**config.mk**
```make
export PLATFORM = sky130hd
export DESIGN_NAME = id_hazard_unit
export DESIGN_NICKNAME = d
export VERILOG_FILES = /design/src/rtl/id_hazard_unit.sv
export SDC_FILE = /design/constraint.sdc
export NUM_CORES = 1
export LEC_CHECK = 0
export BUFFER_PORTS_ARGS = -buffer_cell sky130_fd_sc_hd__buf_2
export CELL_PAD_IN_SITES_DETAIL_PLACEMENT = 1
export CELL_PAD_IN_SITES_GLOBAL_PLACEMENT = 2
export CORE_ASPECT_RATIO = 0.7
export CORE_MARGIN = 1
export CORE_UTILIZATION = 25
export DETAILED_ROUTE_END_ITERATION = 6
export PLACE_DENSITY = 0.82
export SLEW_MARGIN = 0
export SYNTH_ARGS = -nofsm -noshare
export SYNTH_HDL_FRONTEND = slang
export SYNTH_SLANG_ARGS = --single-unit
```
**constraint.sdc**
```tcl
create_clock -name clk -period 1.8 [get_ports clk]
set_clock_uncertainty 0.05 [all_clocks]
set_input_delay 0.09 -clock clk [delete_from_list [all_inputs] [get_ports clk]]
set_output_delay 0.09 -clock clk [all_outputs]
set_load 0.01 [all_outputs]
```
**src/rtl/id_hazard_unit.sv**
```systemverilog
// Hazard detection and forwarding control for the 5-stage pipeline (ID branch compare + EX ALU operands).
// Optional stall-cycle counter port perf_stall_cnt is built only when HAZARD_PERF_EN is defined.
module id_hazard_unit #(
    parameter int REG_ADDR_W = 5,
    parameter int FWD_W      = 2
) (
    input  logic                  clk,
    input  logic                  rst_n,
    input  logic                  id_valid,
    input  logic [REG_ADDR_W-1:0] id_rs1,
    input  logic [REG_ADDR_W-1:0] id_rs2,
    input  logic                  id_use_rs1,
    input  logic                  id_use_rs2,
    input  logic                  id_is_branch,
    input  logic [REG_ADDR_W-1:0] id_rd,
    input  logic                  id_reg_write,
    input  logic                  id_mem_read,
    input  logic                  branch_taken,
    output logic [FWD_W-1:0]      rs1_fwd_id,
    output logic [FWD_W-1:0]      rs2_fwd_id,
    output logic [FWD_W-1:0]      rs1_fwd_ex,
    output logic [FWD_W-1:0]      rs2_fwd_ex,
    output logic                  stall_if,
    output logic                  stall_id,
    output logic                  bubble_ex,
    output logic                  flush_if
`ifdef HAZARD_PERF_EN
    ,
    output logic [31:0]           perf_stall_cnt
`endif
);

    typedef enum logic [FWD_W-1:0] {
        FROM_REG = 2'b00,
        FROM_MEM = 2'b01,
        FROM_WB  = 2'b10
    } fwd_e;

    typedef struct packed {
        logic                  valid;
        logic [REG_ADDR_W-1:0] rd;
        logic                  wr;
        logic                  load;
    } stage_t;

    // WB is not shadowed: the register file is write-before-read, so no decision depends on it.
    stage_t ex_q;
    stage_t mem_q;
    fwd_e   rs1_fwd_ex_q;
    fwd_e   rs2_fwd_ex_q;
    logic   stall;
    logic   advance;
    fwd_e   rs1_fwd_ex_d;
    fwd_e   rs2_fwd_ex_d;

    function automatic logic writes(input stage_t s, input logic [REG_ADDR_W-1:0] r);
        return s.valid & s.wr & (s.rd == r) & (r != '0);
    endfunction

    function automatic logic src_stall(input stage_t ex, input stage_t mem, input logic branch,
                                       input logic [REG_ADDR_W-1:0] r);
        if (branch)
            return writes(ex, r) | (writes(mem, r) & mem.load);
        return writes(ex, r) & ex.load;
    endfunction

    function automatic fwd_e id_sel(input stage_t mem, input logic [REG_ADDR_W-1:0] r);
        return (writes(mem, r) & ~mem.load) ? FROM_MEM : FROM_REG;
    endfunction

    function automatic fwd_e ex_sel(input stage_t ex, input stage_t mem, input logic [REG_ADDR_W-1:0] r);
        if (writes(ex, r))
            return FROM_MEM;
        if (writes(mem, r))
            return FROM_WB;
        return FROM_REG;
    endfunction

    always_comb begin
        stall        = (id_use_rs1 & src_stall(ex_q, mem_q, id_is_branch, id_rs1)) |
                       (id_use_rs2 & src_stall(ex_q, mem_q, id_is_branch, id_rs2));
        advance      = id_valid & ~stall;
        rs1_fwd_ex_d = FROM_REG;
        rs2_fwd_ex_d = FROM_REG;
        if (advance) begin
            rs1_fwd_ex_d = ex_sel(ex_q, mem_q, id_rs1);
            rs2_fwd_ex_d = ex_sel(ex_q, mem_q, id_rs2);
        end
    end

    always_ff @(posedge clk) begin
        if (!rst_n) begin
            ex_q         <= '0;
            mem_q        <= '0;
            rs1_fwd_ex_q <= FROM_REG;
            rs2_fwd_ex_q <= FROM_REG;
        end else begin
            mem_q        <= ex_q;
            rs1_fwd_ex_q <= rs1_fwd_ex_d;
            rs2_fwd_ex_q <= rs2_fwd_ex_d;
            if (advance) begin
                ex_q.valid <= 1'b1;
                ex_q.rd    <= id_rd;
                ex_q.wr    <= id_reg_write;
                ex_q.load  <= id_mem_read;
            end else begin
                ex_q.valid <= 1'b0;
            end
        end
    end

`ifdef HAZARD_PERF_EN
    always_ff @(posedge clk) begin
        if (!rst_n)
            perf_stall_cnt <= '0;
        else if (stall && (perf_stall_cnt != '1))
            perf_stall_cnt <= perf_stall_cnt + 32'd1;
    end
`endif

    assign rs1_fwd_id = id_sel(mem_q, id_rs1);
    assign rs2_fwd_id = id_sel(mem_q, id_rs2);
    assign rs1_fwd_ex = rs1_fwd_ex_q;
    assign rs2_fwd_ex = rs2_fwd_ex_q;
    assign stall_id   = stall;
    assign stall_if   = stall;
    assign bubble_ex  = stall & id_valid;
    assign flush_if   = branch_taken & id_valid & ~stall;

endmodule

```
Word-level counts from Yosys, hierarchy flattened. Index checks and enable logic that the tools add are counted.

Register bits: 20. Input bits: 24. Word-level logic and storage cells: 70.

Eq/ne operators: 4. Mux-type cells: 26. Bitwise operators: 27. Reduce and logical (&&, ||, !) cells: 3.

Operators with widths (number): bitwise AND 1 bit (22); == test 5 bit (4); two-way mux 1 bit (18); two-way mux 2 bit (8); nonzero test 5 bit (2); bitwise OR 1 bit (3); inverter 1 bit (2); AND reduction 2 bit (1).

Logic depth before layout (Yosys ltp).
Word-level depth: 16. Depth in mapped cells: 7. Gate-level depth less buffers: 6.

Least setup slack after synthesis. Ideal clock, no wire load.

Path kind: reg2reg. From: reg mem_q[6] in the netlist's numbering. To: reg ex_q[3] in the netlist's numbering. Period minus slack after synthesis: 1.929 ns. Path buffers: 1. Arrival: 1.808 ns. Path slack: -0.129 ns. Cell stages (with the launch flop): 8. Data required time: 1.678 ns. Cells stage by stage: dfxtp_1 xor2_1 or4_1 nor4_2 nor4_4 nand2_2 buf_6 mux2i_1.

Longest elaborated chain between the ends: 11. Elaborated cells on any way between the ends: 19. Those cells by class: 2 x eq/ne; 4 x mux; 13 x bitwise.

Ends and longest elaborated chain: from (decl) (line 48) `stage_t mem_q;`; from (signal assigned) (line 98) `mem_q <= ex_q;`; == test 5 bit (line 57) `return s.valid & s.wr & (s.rd == r) & (r != '0);`; bitwise AND 1 bit (2 in series) (line 57); bitwise AND 1 bit (line 63) `return writes(ex, r) | (writes(mem, r) & mem.load);`; bitwise OR 1 bit (line 63); two-way mux 1 bit (line 62) `if (branch)`; two-way mux 1 bit (line 64) `return writes(ex, r) & ex.load;`; bitwise AND 1 bit, on equally long branches (line 80, 81); bitwise OR 1 bit * (line 80) `stall = (id_use_rs1 & src_stall(ex_q, mem_q, id_is_branch, id_rs1)) |`; inverter 1 bit * (line 82) `advance = id_valid & ~stall;`; bitwise AND 1 bit * (line 82); to (decl) (line 47) `stage_t ex_q;`.

Mark *: on every way between the ends. The rest lies on a longest branch, timed or not. The select of a mux whose other input is x is not followed. A chain may end at the register's enable or synchronous reset.

Worst setup path in the final report.
From: reg mem_q[6] in the netlist's numbering. To: out flush_if.

Longest elaborated chain between the ends: 11. Elaborated cells on any way between the ends: 19. Those cells by class: 2 x eq/ne; 4 x mux; 13 x bitwise.

Ends and longest elaborated chain: == test 5 bit (line 57); bitwise AND 1 bit (2 in series) (line 57); bitwise AND 1 bit (line 63); bitwise OR 1 bit (line 63); two-way mux 1 bit (line 62); two-way mux 1 bit (line 64); bitwise AND 1 bit, on equally long branches (line 80, 81); bitwise OR 1 bit * (line 80); inverter 1 bit * (line 128) `assign flush_if = branch_taken & id_valid & ~stall;`; bitwise AND 1 bit * (line 128); to (decl) (line 26) `output logic flush_if`.

Marked as above.

==> metrics.md <==
| Metric | Value |
|---|---|
| Area leader, netlist | dfxtp_1 |
| Worst path arrival time | 1.93 ns |
| Die extent in x | 80.23 um |
| Netlist Area Pre-Place | 1071 sq um |
| Metal1 wirelength | 1365 um |
| Root Buffer | clkbuf_8 |
| Distinct cell type count after synthesis | 32 |
| Status | finished with violations |
| Register bit total from synthesis | 20 |
| Syn Area/Cell | 9.000 sq um |
| Mapped Cells | 119 |
| Clock latency on the worst-skew pair | 0.26 ns |
| CP Capture Type | output port |
| First-pass GRT wire length | 5016 um |
| Commonest cells after routing, fill and taps aside | buf_2, nand2_1, inv_1, xnor2_1, dfxtp_1 |
| Max Slew Vio Count | 0 |
| F_max | 0.4824 GHz |
| Gpl congestion | 0.8186 |
| Max layer used | met3 |
| Row count | 19 |
| Starting Density | 0.2666 |
| Pwr dens | 698.0 nW/um^2 |
| Met3 WL | 208 um |
| Post-place setup slack | -0.2253 ns |
| Vias in the first global route | 1058 |
| VDD IR max | 0.3528 mV |
| Leak pwr | 0.7353 nW |
| 1st-iter DRT viols | 15 |
| Core area | 4018 sq um |
| Req. time, crit path | 1.66 ns |
| Die Area | 4554 sq um |
| DR pass1 iterations | 4 |
| H-tree depth | 1 |
| Layout area overhead | 49.07% |
| Port Buffer Count | 33 |
| Worst-path clk slew | 0.08 ns |
| RSZ-0062 raised after global routing | yes |
| Via density | 4.555 |
| Worst Setup Path Type | flip-flop to output port |
| Routed Wire Length | 3115 um |
| Max Cap Violations | 0 |
| Filler cells | 475 |
| Type of the worst min-delay path | primary input to flip-flop |
| DRC errors left | 0 |
| Max clock buf depth | 2 |
| Routed length per instance | 14.29 um |
| Crit Path Max Fanout | 4 |
| Violated checks | negative setup slack |
| Die Ht | 56.76 um |
| Clock sinks | 20 |
| Final number of setup-violating endpoints | 17 |
| DRT antenna net count | 0 |
| Ys Warns | 0 |
| Routed vias | 993 |
| Grt ovf | 0 |
| Total global-route track usage | 0.1476 |
| Largest net degree at the start of global routing | 16 |
| Ant. Diodes | 0 |
| Ports | 36 |
| Fin cells | 218 |
| DP Cell Count | 211 |
| CTS tree | done |
| Initial antenna violation count | 0 |
| Synth top area cells | dfxtp_1, xnor2_1, nand2_1 |
| Worst Setup Start Kind | flip-flop |
| Nets@finish | 191 |
| Tmin final | 2.073 ns |
| Final period util | 1.152 |
| CTS Buf Count | 3 |
| Sequential share of the synthesized area | 0.3738 |
| Met2 wire len | 1540 um |
| Most common cell after layout, fill and taps aside | buf_2 |
| Final Hold Fails | 0 |
| Share of cells above drive strength 1 | 0.4880 |
| Detail Placement HPWL | 2464 um |
| Hold_buf cts | 0 |
| Setup slack after layout | -0.2732 ns |
| Share of the synthesized area in the top cell type | 0.3738 |
-- registers in the layout (all words and copies together) (netlist names) --
name,cells
ex_q,8
rs2_fwd_ex,2
rs1_fwd_ex,2
mem_q,8
-- cell usage after synthesis --
master,n
nand3_1,3
nor3_1,1
xnor2_1,14
or4_4,2
o2111ai_1,2
buf_4,3
and2b_1,1
o221ai_1,1
or4_1,2
a221o_1,1
nor2_4,2
nor4_4,1
nor3_2,1
clkbuf_1,2
inv_1,13
nor2_1,3
o21ai_0,1
and3_1,2
conb_1,1
nor4_2,3
nor4b_1,1
nand2b_1,1
nand2_2,1
and2_1,1
nand4_1,1
mux2i_1,7
or3_1,2
dfxtp_1,20
xor2_1,3
nor4_1,3
buf_6,1
nand2_1,19
-- worst max-delay path, stage by stage (launching register included) --
cell and delay [ns]:
dfxtp_2 0.33, xor2_1 0.15, or4_4 0.54, nor4_4 0.22
nor4_4 0.11, and3_1 0.19, buf_2 0.13
-- through the flow --
| step | hold slack [ns] | area, sq um | util | setup TNS (ns) | total power (W) |
|---|---|---|---|---|---|
| 2_1_floorplan | 0.1788 | 1087 | - | 0 | 0.0005697 |
| 3_3_place_gp | 0.2843 | 1379 | 0.3432 | -1.483 | 0.0006392 |
| 3_5_place_dp | 0.2946 | 1379 | 0.3432 | -2.512 | 0.0006475 |
| 4_1_cts | 0.001013 | 1550 | 0.3859 | -3.687 | 0.001125 |
| 5_1_grt | 0.02049 | 1597 | 0.3974 | -4.830 | 0.001166 |
| 6_report | 0.01095 | 1597 | 0.3974 | -2.766 | 0.001114 |
-- layout make-up --
type / count / area, sq um / area share
multi-input cells: 81 / 675.6 / 0.4232
flip-flops and latches: 20 / 412.9 / 0.2586
repair buffers: 48 / 322.8 / 0.2022
well taps: 52 / 65.06 / 0.04075
inverters: 13 / 48.80 / 0.03056
clock buffers: 3 / 41.29 / 0.02586
clock inverters: 1 / 30.03 / 0.01881
-- worst paths after layout --
path | start | to | slack [ns] | cells after the start
max | mem_q[6]$_SDFF_PN0_ | flush_if | -0.27 | 6
min | id_rd[1] | ex_q[3]$_SDFFE_PN0P_ | 0.01 | 3
max reg2reg | mem_q[6]$_SDFF_PN0_ | ex_q[6]$_SDFFE_PN0P_ | -0.22 | 8
min reg2reg | ex_q[4]$_SDFFE_PN0P_ | mem_q[4]$_SDFF_PN0_ | 0.44 | 2
-- power by group --
part | internal [W] | switching [W]
Sequential | 0.000462 | 0.0000186
Clock | 0.000297 | 0.000152
Combinational | 0.0000929 | 0.0000927
-- cells by family after synthesis --
kind of cell	share of synthesized area
AND/OR/NAND/NOR	0.2956
other	0.003501
multiplexers	0.06542
flip-flops	0.3738
AO/OA/AOI/OAI	0.03855
XOR/XNOR	0.1390
buffers and inverters	0.08412
-- timing repair --
action,4_1_cts,5_1_grt
gates cloned,1,0
pin swaps,4,6
setup endpoints to repair,18,18
resized for setup,10,16
hold endpoints to repair,0,0
setup buffers,2,2
-- per-layer routing --
layer,up-vias,global-route usage
met5,-,0
met3,0,0.04390
met1,477,0.1871
li1,486,-
met2,30,0.2540
met4,0,0.01531
Power figures use the tool's default switching activity.
